### config.mk
export PLATFORM = sky130hd
export DESIGN_NAME = uart_rx_fifo
export DESIGN_NICKNAME = d
export VERILOG_FILES = /design/src/rtl/uart_pkg.sv /design/src/rtl/uart_rx_timeout.sv /design/src/rtl/uart_rx_fifo.sv
export SDC_FILE = /design/constraint.sdc
export NUM_CORES = 1
export LEC_CHECK = 0
export BUFFER_PORTS_ARGS = -buffer_cell sky130_fd_sc_hd__buf_4
export CORE_MARGIN = 5
export CORE_UTILIZATION = 35
export CTS_CLUSTER_SIZE = 10
export DETAILED_ROUTE_END_ITERATION = 8
export PLACE_DENSITY = 0.63
export SLEW_MARGIN = 20
export SYNTH_ARGS = -nofsm -noshare
export SYNTH_HDL_FRONTEND = slang
export SYNTH_SLANG_ARGS = --single-unit
### constraint.sdc
create_clock -name clk -period 7.6 [get_ports clk]
set_input_delay 1.52 -clock clk [delete_from_list [all_inputs] [get_ports clk]]
set_output_delay 1.52 -clock clk [all_outputs]
set_load 0.01 [all_outputs]
### src/rtl/uart_pkg.sv
// Shared UART definitions: default word width, parity-mode encoding and the
// receive-FIFO entry layout (error flag stored alongside the data word).
package uart_pkg;

    localparam int UART_DATA_WIDTH = 8;

    typedef enum logic [1:0] {
        PARITY_NONE = 2'd0,
        PARITY_EVEN = 2'd1,
        PARITY_ODD  = 2'd2
    } parity_mode_t;

    typedef struct packed {
        logic                       err;
        logic [UART_DATA_WIDTH-1:0] data;
    } uart_entry_t;

endpackage

### src/rtl/uart_rx_timeout.sv
// Idle timer for the UART receive FIFO: emits a one-cycle pulse once the FIFO
// has held data untouched for TIMEOUT_CYC cycles, then holds until activity.
module uart_rx_timeout #(
    parameter int TIMEOUT_CYC = 4096
) (
    input  logic clk,
    input  logic rst_n,
    input  logic activity,
    input  logic empty,
    output logic timeout
);

    localparam int CW = $clog2(TIMEOUT_CYC + 1);

    logic [CW-1:0] cnt_reg;
    logic [CW-1:0] cnt_next;
    logic          timeout_reg;
    logic          timeout_next;

    always_comb begin
        cnt_next     = cnt_reg;
        timeout_next = 1'b0;
        if (activity || empty) begin
            cnt_next = '0;
        end else if (cnt_reg != CW'(TIMEOUT_CYC)) begin
            cnt_next     = cnt_reg + CW'(1);
            // Pulse only on the transition into the terminal count.
            timeout_next = (cnt_next == CW'(TIMEOUT_CYC));
        end
    end

    always_ff @(posedge clk or negedge rst_n) begin
        if (!rst_n) begin
            cnt_reg     <= '0;
            timeout_reg <= 1'b0;
        end else begin
            cnt_reg     <= cnt_next;
            timeout_reg <= timeout_next;
        end
    end

    assign timeout = timeout_reg;

endmodule

### src/rtl/uart_rx_fifo.sv
// UART receive FIFO, first-word-fall-through, with sticky overrun and fill
// threshold. Idle-timeout pulse is built only when UART_RX_FIFO_TIMEOUT_EN is defined.
module uart_rx_fifo
    import uart_pkg::*;
#(
    parameter int DATA_WIDTH  = UART_DATA_WIDTH,
    parameter int DEPTH       = 16,
    parameter int TIMEOUT_CYC = 4096
) (
    input  logic                       clk,
    input  logic                       rst_n,
    input  logic [DATA_WIDTH-1:0]      rx_data,
    input  logic                       rx_valid,
    input  logic                       rx_error,
    input  logic                       rd_en,
    output logic [DATA_WIDTH-1:0]      rd_data,
    output logic                       rd_err,
    output logic                       empty,
    output logic                       full,
    output logic [$clog2(DEPTH):0]     level,
    input  logic [$clog2(DEPTH):0]     thresh,
    output logic                       thresh_hit,
    output logic                       overrun,
    input  logic                       clr_overrun,
    output logic                       rx_timeout
);

    localparam int AW = $clog2(DEPTH);
    localparam int LW = AW + 1;

    uart_entry_t   mem [DEPTH];
    uart_entry_t   in_entry;
    uart_entry_t   head_reg;
    logic [AW-1:0] wr_ptr_reg;
    logic [AW-1:0] rd_ptr_reg;
    logic [AW-1:0] rd_ptr_inc;
    logic [LW-1:0] level_reg;
    logic          overrun_reg;
    logic          push;
    logic          pop;
    logic          drop;
    logic          head_bypass;

    assign in_entry   = '{err: rx_error, data: rx_data};
    assign empty      = (level_reg == '0);
    assign full       = (level_reg == LW'(DEPTH));
    assign thresh_hit = (thresh != '0) && (level_reg >= thresh);
    assign pop        = rd_en && !empty;
    assign push       = rx_valid && (!full || rd_en);
    assign drop       = rx_valid && full && !rd_en;
    assign rd_ptr_inc = rd_ptr_reg + AW'(1);
    // The incoming word becomes the head when nothing else will be left ahead of it.
    assign head_bypass = push && (empty || (pop && level_reg == LW'(1)));

    always_ff @(posedge clk) begin
        if (push) begin
            mem[wr_ptr_reg] <= in_entry;
        end
    end

    always_ff @(posedge clk or negedge rst_n) begin
        if (!rst_n) begin
            wr_ptr_reg  <= '0;
            rd_ptr_reg  <= '0;
            level_reg   <= '0;
            head_reg    <= '0;
            overrun_reg <= 1'b0;
        end else begin
            if (push) wr_ptr_reg <= wr_ptr_reg + AW'(1);
            if (pop)  rd_ptr_reg <= rd_ptr_inc;
            case ({push, pop})
                2'b10:   level_reg <= level_reg + LW'(1);
                2'b01:   level_reg <= level_reg - LW'(1);
                default: level_reg <= level_reg;
            endcase
            if (head_bypass) begin
                head_reg <= in_entry;
            end else if (pop) begin
                head_reg <= mem[rd_ptr_inc];
            end
            if (drop) begin
                overrun_reg <= 1'b1;
            end else if (clr_overrun) begin
                overrun_reg <= 1'b0;
            end
        end
    end

    assign rd_data = head_reg.data;
    assign rd_err  = head_reg.err;
    assign level   = level_reg;
    assign overrun = overrun_reg;

`ifdef UART_RX_FIFO_TIMEOUT_EN
    uart_rx_timeout #(
        .TIMEOUT_CYC(TIMEOUT_CYC)
    ) u_timeout (
        .clk     (clk),
        .rst_n   (rst_n),
        .activity(push || pop),
        .empty   (empty),
        .timeout (rx_timeout)
    );
`else
    // Constant 0 for any legal TIMEOUT_CYC; the timer is compiled out.
    assign rx_timeout = (TIMEOUT_CYC < 1);
`endif

endmodule

## Word level (Yosys, flattened, before mapping)

Memory sizes are Yosys's and may differ from the RTL's.
Index checks and enable logic that the tools add are counted.

- Output and inout port bits: 19
- Word-level logic and storage cells: 40
- Memories kept: 1
- Bits of input ports: 19
- Bits in registers: 23
- RAM bits: 144

- Reductions and logical operators: 17
- Order comparisons: 1
- Equality and inequality tests: 4
- Add/subtract/negate cells: 4
- Mux-type cells: 7

Memory list:

| memory | words | width | read ports | clocked after Yosys merged registers in | wr ports | RTL line | text |
|---|---|---|---|---|---|---|---|
| mem | 16 | 9 | 1 | 0 | 1 | uart_rx_fifo.sv:31 | `uart_entry_t mem [DEPTH];` |

Operator list:

| operator | number |
|---|---|
| 2-to-1 mux 9 bit | 2 |
| one-hot mux 5 bit (2 select lines) | 1 |
| adder 4 x 1 -> 4 bit, second input constant | 2 |
| logical AND 1 bit | 7 |
| nonzero test 2 bit | 3 |
| adder 5 x 1 -> 5 bit, second input constant | 1 |
| == test 5 x 1 -> 1 bit, second input constant | 1 |
| == test 5 bit, second input constant | 1 |
| greater-or-equal comparator 5 bit | 1 |
| zero test 5 bit | 1 |
| nonzero test 5 bit | 1 |
| subtractor 5 x 1 -> 5 bit, second input constant | 1 |
| 2-to-1 mux 1 bit | 4 |
| zero test 1 bit | 3 |
| == test 2 x 1 -> 1 bit, second input constant | 1 |
| == test 2 bit, second input constant | 1 |
| logical OR 1 bit | 2 |

## Logic depth before layout (Yosys ltp)

Gate-level depths: netlist (run 1).

- Depth in word-level cells: 7
- Depth in mapped cells: 10
- Gate-level depth less buffers: 9

## Worst setup path before layout (run 1)

OpenSTA, ideal clock, no wires.

- Path kind: input to output
- Start: input port thresh[0]
- End: output port thresh_hit
- Cell stages on the path: 6
- Data required time: 6080 ps
- Arrival time: 2314 ps
- Path buffers: 0
- Setup slack: 3766 ps
- Path through: ha_1 > nand2b_1 > a21oi_1 > nor2b_1 > o21ai_0 > a21oi_1

- Word-level cells in the longest chain between the ends: 2
- Elaborated cells between the ends (all ways): 3
- Those cells by class: order compare (1); reduce/logical (2)

Ends and longest elaborated chain:

| element | RTL line | text |
|---|---|---|
| from (decl) | uart_rx_fifo.sv:21 | `input logic [$clog2(DEPTH):0] thresh,` |
| greater-or-equal comparator 5 bit or nonzero test 5 bit (tied branches) | uart_rx_fifo.sv:47 | `assign thresh_hit = (thresh != '0) && (level_reg >= thresh);` |
| logical AND 1 bit * | uart_rx_fifo.sv:47 |  |
| to (decl) | uart_rx_fifo.sv:22 | `output logic thresh_hit,` |

Mark *: on every way between the ends. The rest lies on a longest branch, timed or not.

## Final worst setup path (run 1)

Same ends and word-level chain as after synthesis.

==> results of run 1 <==
path summary, 6_finish.rpt:
path / to / depth (start not counted)
worst min register to register: rd_data[0] / 2
worst max register to register: mem[7][7] / 6
min in group asynchronous: rd_data[4] / 1
worst min-delay path: rd_data[0] / 2
worst max-delay path: thresh_hit / 8
max in group asynchronous: rd_ptr_reg[0] / 1
stage by stage:
step / worst slack (ns) / hold slack [ns] / cell area [um^2] / total power, mW / instances
after global placement: 3.50 / 0.513 / 7500 / 2.42 / 663
after floorplan: 3.77 / 0.549 / 6980 / 2.11 / 375
after CTS: 3.48 / 0.535 / 8060 / 3.27 / 695
after global routing: 3.39 / 0.570 / 8060 / 3.43 / 695
after detailed placement: 3.49 / 0.516 / 7500 / 2.45 / 663
final: 3.49 / 0.528 / 8060 / 3.24 / 695
worst max-delay path: stages:
cell and delay [ns]:
buf_4 0.12, ha_1 0.26, nand2b_1 0.14, a21oi_1 0.14
nor2b_1 0.05, o21ai_0 0.13, a21oi_1 0.08, buf_4 0.15
synthesized netlist by cell type, types with 6 or more instances:
master,count
nand2_1,10
inv_1,10
o31ai_2,9
and2b_1,7
edfxtp_1,144
a211oi_1,8
ha_1,15
mux4_2,36
o22ai_1,10
xnor2_1,7
xor2_1,6
a22oi_1,9
buf_2,7
dfrtp_1,23
nor2_1,17
power by group:
group	total (mW)	internal, mW	leakage, nW	switching [mW]
registers	1.25	1.14	1.57	0.106
clock network	0.821	0.435	0.277	0.386
logic	1.17	0.536	0.897	0.633
cell families (layout without fill, tap and decap cells):
group	Yosys count	after routing	share of synthesized area
other	1	1	0.000537
adders and majority gates	15	15	0.0269
buffers and inverters	30	85	0.0254
AOI/OAI and AO/OA	48	48	0.0557
xor gates and xnor gates	14	14	0.0186
muxes	39	39	0.121
DFF	167	167	0.702
and+or+nand+nor	61	61	0.0503
layer usage:
metal	global-route usage	vias up
met5	0	-
met3	0.0380	12
met2	0.209	116
met1	0.183	1770
li1	-	1582
met4	0.0381	0
final cells by class:
class                           instances  area, um^2
Timing Repair Buffer                   43         323
Sequential cell                       167        4900
Inverter                               10        37.5
Fill cell                            1764       11500
Clock inverter                         14         133
Tap cell                              265         332
Multi-Input combinational cell        178        1910
Clock buffer                           18         429
==> metrics.md, run 1 <==
| Metric | Value |
|---|---|
| Initial Utilization | 0.358 |
| DR vias/cell | 5.01 |
| Grt ovf | 0 |
| Crit start category | primary input |
| Vias | 3480 |
| Number of diodes | 0 |
| Syn_nets | approximately 410 |
| Layout area overhead | 15.4% |
| GRT Total Usage | 0.134 |
| Hold_sp | rd_data[0] |
| Synth top area share | 0.619 |
| Gates resized, CTS repair | 0 |
| CTS Buffer Depth | 2 |
| Clk_lat worst skew | roughly 0.43 ns |
| Synthesis-stage register bit count | 167 |
| Cts hold-fix bufs | 0 |
| Worst-Margin Slew | around 1.1 ns |
| Number of DRC markers in iteration 0 | 238 |
| Met2 wire len | 6700 um |
| Worst IR Drop VDD | 0.161 mV |
| Vias in the first global route | about 3.7k |
| Highest Signal Layer | met4 |
| WL met3 | 947 um |
| Synth warn | 0 |
| Die span in y | 151 um |
| Worst slew margin | 0.297 |
| Beginning of the critical path | thresh[0] |
| Pwr/cell area | 402 nW/um^2 |
| Clk root buf | clkbuf_16 |
| GPL Wtd Cong | 0.748 |
| Worst reg2reg setup slack | approximately 4.4 ns |
| Residual DRC | 0 |
| Crit end category | output pin |
| # rows | 51 |
| HP Class | reg -> reg |
| CTS Sinks | 167 |
| Layout Nets | between 400 and 500 |
| Required time worst endpoint | 6.08 ns |
| Port Buf Inserts | 36 |
| Fmax | 243 MHz |
| Remaining antenna violation count after routing | 0 |
| Setup Crit Path Kind | in -> out |
| EDFF count, synth | about 140 |
| Synth area leader | edfxtp_1 |
| Worst EP arrival | 2.59 ns |
| Met1 wire length | 6270 um |
| Top_reg_cell synth | edfxtp_1 |
| Critical path peak fanout | 2 |
| First-pass GRT wire length | ~22000 um |
| Post-DP HPWL | 8910 um |
| Reg clk slew, reported paths | ~0.060 ns |
| Worst r2r src | level[0] |
| Commonest non-fill, non-tap cells in the layout | edfxtp_1 (144), buf_4 (43), mux4_2 (36) |
| Synthesized area per cell | 18.6 um^2 |
| DR WL/cell | 20.2 um |
| MaxCap Viol Count | 0 |
| Cells after Synth | 375 |
| Most common cell after layout, fill and taps aside | edfxtp_1 |
| Fraction of layout cells with a size suffix above 1 | 0.307 |
| Core area | 19500 um^2 |
| Max-slew violations | 0 |
| Clock Skew | 0.0113 ns |
| Top cells by area, synth | edfxtp_1 (62%), mux4_2 (12%), dfrtp_1 (8.2%) |
| Final core occ | 0.413 |
| Setup Fix Bufs, Post-CTS | 0 |
| H-tree depth | 4 |
| Synthesized area | 6980 um^2 |
| CTS tree | done |
| Async SR Flop Fraction | 0.138 |
| Setup-failing EPs final | 0 |
| IO Count | 38 |
| Minimum clock period | 4.11 ns |
| Status | completed |
| P_leak | 2.75 nW |
| Final Cycle Share | 0.541 |
| First-pass DRT Iterations | 5 |
| CTS Buf Count | 17 |
| Die Area | 22900 um^2 |
| Max FFs per register | 144 |
| Initial antenna violation count | 0 |
| Seq/Total Area, Yosys | 0.702 |
| Largest net degree at the start of global routing | 42 |
| Unrepaired setup endpoints after global routing | no |
| Cell variety after synth | 43 |
| Die width | 151 um |
| Final Hold Fails | 0 |
| DRT Wirelength | between 10000 and 15000 um |
| Post-route setup TNS | 0 ns |
(Power assumes the default switching activity.)
==> run 2: changes to the inputs <==
--- a/config.mk
+++ b/config.mk
@@ -10,7 +10,7 @@
 export CORE_UTILIZATION = 35
 export CTS_CLUSTER_SIZE = 10
 export DETAILED_ROUTE_END_ITERATION = 8
-export PLACE_DENSITY = 0.63
+export PLACE_DENSITY = 0.64
 export SLEW_MARGIN = 20
 export SYNTH_ARGS = -nofsm -noshare
 export SYNTH_HDL_FRONTEND = slang
==> constraint.sdc (replaced) <==
create_clock -name clk -period 3.3 [get_ports clk]
set_input_delay 0.66 -clock clk [delete_from_list [all_inputs] [get_ports clk]]
set_output_delay 0.66 -clock clk [all_outputs]
set_load 0.01 [all_outputs]
==> run 2 against run 1 <==
  * Total power is 130% higher
  * Global-route usage is 0.22 points higher
  * Final cell count is 2.0% higher
  * Cell area is 1.3% higher
  * Critical path depth stayed put
  * Setup slack worse by 2.9 ns
  * Non-clock buffer count is 14 higher
  * Clock skew is 0.0033 ns higher
  * Utilization is 0.53 points higher
==> metrics.md, run 2 (synthesis gave the netlist of run 1 again) <==
| Metric | Value |
|---|---|
| P_leak | 2.81 nW (+2.1%) |
| DRT Wirelength | 14600 um (+3.8%) |
| MaxCap Viol Count | 0 (unchanged) |
| Post-route setup TNS | 0 ns (unchanged) |
| Die Area | 22900 um^2 (unchanged) |
| GRT Total Usage | 0.136 (+0.00221) |
| Die width | 151 um (unchanged) |
| Most common cell after layout, fill and taps aside | edfxtp_1 |
| IO Count | 38 (unchanged) |
| Sw power | 2.53 mW (+120%) |
| Reg area | 4900 um^2 (unchanged) |
| GPL Wtd Cong | 0.839 (+12%) |
| Sequential share of power | 0.384 (about the same) |
| Layout area overhead | 16.9% |
| Unrepaired setup endpoints after global routing | no |
| CTS Buf Count | 17 (unchanged) |
| Clk_lat worst skew | 0.42 ns (about the same) |
| Worst-Margin Slew | 0.835 ns (-0.216 ns) |
| Int Pwr | 4.97 mW (+140%) |
| Port Buf Inserts | 36 (unchanged) |
| Max FFs per register | 144 (unchanged) |
| HP Class | in -> async |
| Worst IR Drop VDD | 0.445 mV (+180%) |
| CTS Sinks | 167 (unchanged) |
| Setup-failing EPs final | 0 (unchanged) |
| Number of diodes | 0 (unchanged) |
| Initial Utilization | 0.358 (unchanged) |
| DR WL/cell | 20.6 um (+1.8%) |
| # rows | 51 (unchanged) |
| CTS tree | done |
| Core area | 19500 um^2 (unchanged) |
| Max-slew violations | 0 (unchanged) |
| Pre-CTS setup slack | 0.688 ns (-2.80 ns) |
| Initial antenna violation count | 0 (unchanged) |
| Pwr/cell area | 918 nW/um^2 (+130%) |
| Layout Nets | 465 (+3.1%) |
| Vias in the first global route | 3849 (+3.2%) |
| Clock power frac | 0.249 (-0.005) |
| Final Hold Fails | 0 (unchanged) |
| Minimum clock period | 2.73 ns |
| Worst slew margin | 0.441 (+0.145) |
| Setup Crit Path Kind | reg -> out |
| Vias | 3638 (+4.5%) |
| Reg clk slew, reported paths | 0.06 ns (about the same) |
| H-tree depth | 4 (unchanged) |
| Worst reg-to-reg path cell count | 7 (+1) |
| Worst EP arrival | 2.07 ns (-0.52 ns) |
| Filler instances | 1753 (-0.62%) |
| First-pass DRT Iterations | 4 (-1) |
| Logic pwr share | 0.367 (+0.006) |
| Fraction of layout cells with a size suffix above 1 | 0.324 (+0.0173) |
| Setup Fix Bufs, Post-CTS | 0 (unchanged) |
| Final WS setup | 0.571 ns (-2.92 ns) |
| Crit start category | flip-flop |
| Commonest non-fill, non-tap cells in the layout | edfxtp_1 (144), buf_4 (57), mux4_2 (36) |
| Largest net degree at the start of global routing | 41 (-2.4%) |
| Gates resized, CTS repair | 0 (unchanged) |
| Final Cycle Share | 0.827 |
| Number of DRC markers in iteration 0 | 234 (-1.7%) |
| Grt ovf | 0 (unchanged) |
| Clk root buf | clkbuf_16 |
| Cts hold-fix bufs | 0 (unchanged) |
| Final core occ | 0.418 (+0.00525) |
| Remaining antenna violation count after routing | 0 (unchanged) |
| Die span in y | 151 um (unchanged) |
| Clock Skew | 0.0147 ns (+0.00333 ns) |
| Switch share | 0.337 (-0.0103) |
| Critical path peak fanout | 6 (+4) |
| Required time worst endpoint | 2.64 ns (-3.44 ns) |
| Status | completed |
| Post-DP HPWL | 9640 um (+8.2%) |
| First-pass GRT wire length | 22600 um (+2.2%) |
| Residual DRC | 0 (unchanged) |
| Fmax | around 370 MHz |
| CTS Buffer Depth | 2 (unchanged) |
| Crit end category | output pin |
| DR vias/cell | 5.13 (+2.5%) |
| Footprint of the multi-input gates | 1910 um^2 (unchanged) |
-- run 2: cell types whose count changed in the layout (fill, tap and decap cells not counted) --
cell,change
inv_8,-4
bufinv_16,+1
clkinv_4,+1
buf_4,+14
clkinvlp_4,+3
inv_6,-3
clkbuf_1,+2
-- run 2: layer usage --
layer | track usage | wire (um) | up-vias
met4 | 0.0426 | 177 | 0
met5 | 0 | 0 | -
li1 | - | - | 1605
met2 | 0.212 | 6880 | 106
met1 | 0.186 | 6640 | 1914
met3 | 0.0365 | 905 | 13
-- run 2: worst paths after layout --
path | from | endpoint | slack (ns)
setup / recovery | level[0] | thresh_hit | 0.57
hold / removal | rst_n | level[0] | 0.14
setup reg to reg | level[0] | mem[5][4] | 0.70
hold reg to reg | rd_data[5] | rd_data[5] | 0.52
max in group asynchronous | rst_n | rd_ptr_reg[0] | 2.88
min in group clk | clr_overrun | overrun | 0.43
-- run 2: worst max-delay path: stages, from the launching register on --
cell and delay (ns):
dfrtp_1 0.47, inv_1 0.15, ha_1 0.31, nand2b_1 0.14, a21oi_1 0.14, nor2b_1 0.06, o21ai_0 0.16, a21oi_1 0.09
buf_4 0.15
-- run 2: power groups by stage --
stage               clock network (mW)  registers, mW  logic (mW)
finish                            1.86           2.88        2.75
CTS                               1.90           2.88        2.81
global placement                     0           2.91        2.75
global route                      1.99           2.91        3.01
floorplan                            0           2.84        2.01
detailed placement                   0           2.92        2.80
-- run 2: cell type report --
type / instances / area share
clock buffers: 20 / 0.0535
clock inverters: 12 / 0.0150
inverters: 10 / 0.00460
multi-input cells: 178 / 0.233
flip-flops and latches: 167 / 0.600
well taps: 265 / 0.0406
repair buffers: 57 / 0.0524
-- run 2: through the flow --
step	area (um^2)	std cells	power (mW)	hold slack, ns
after CTS	8160	709	7.59	0.134
after global placement	7600	677	5.66	0.518
after detailed placement	7600	677	5.72	0.508
after global routing	8160	709	7.91	0.152
after floorplan	6980	375	4.85	0.364
final	8160	709	7.50	0.142
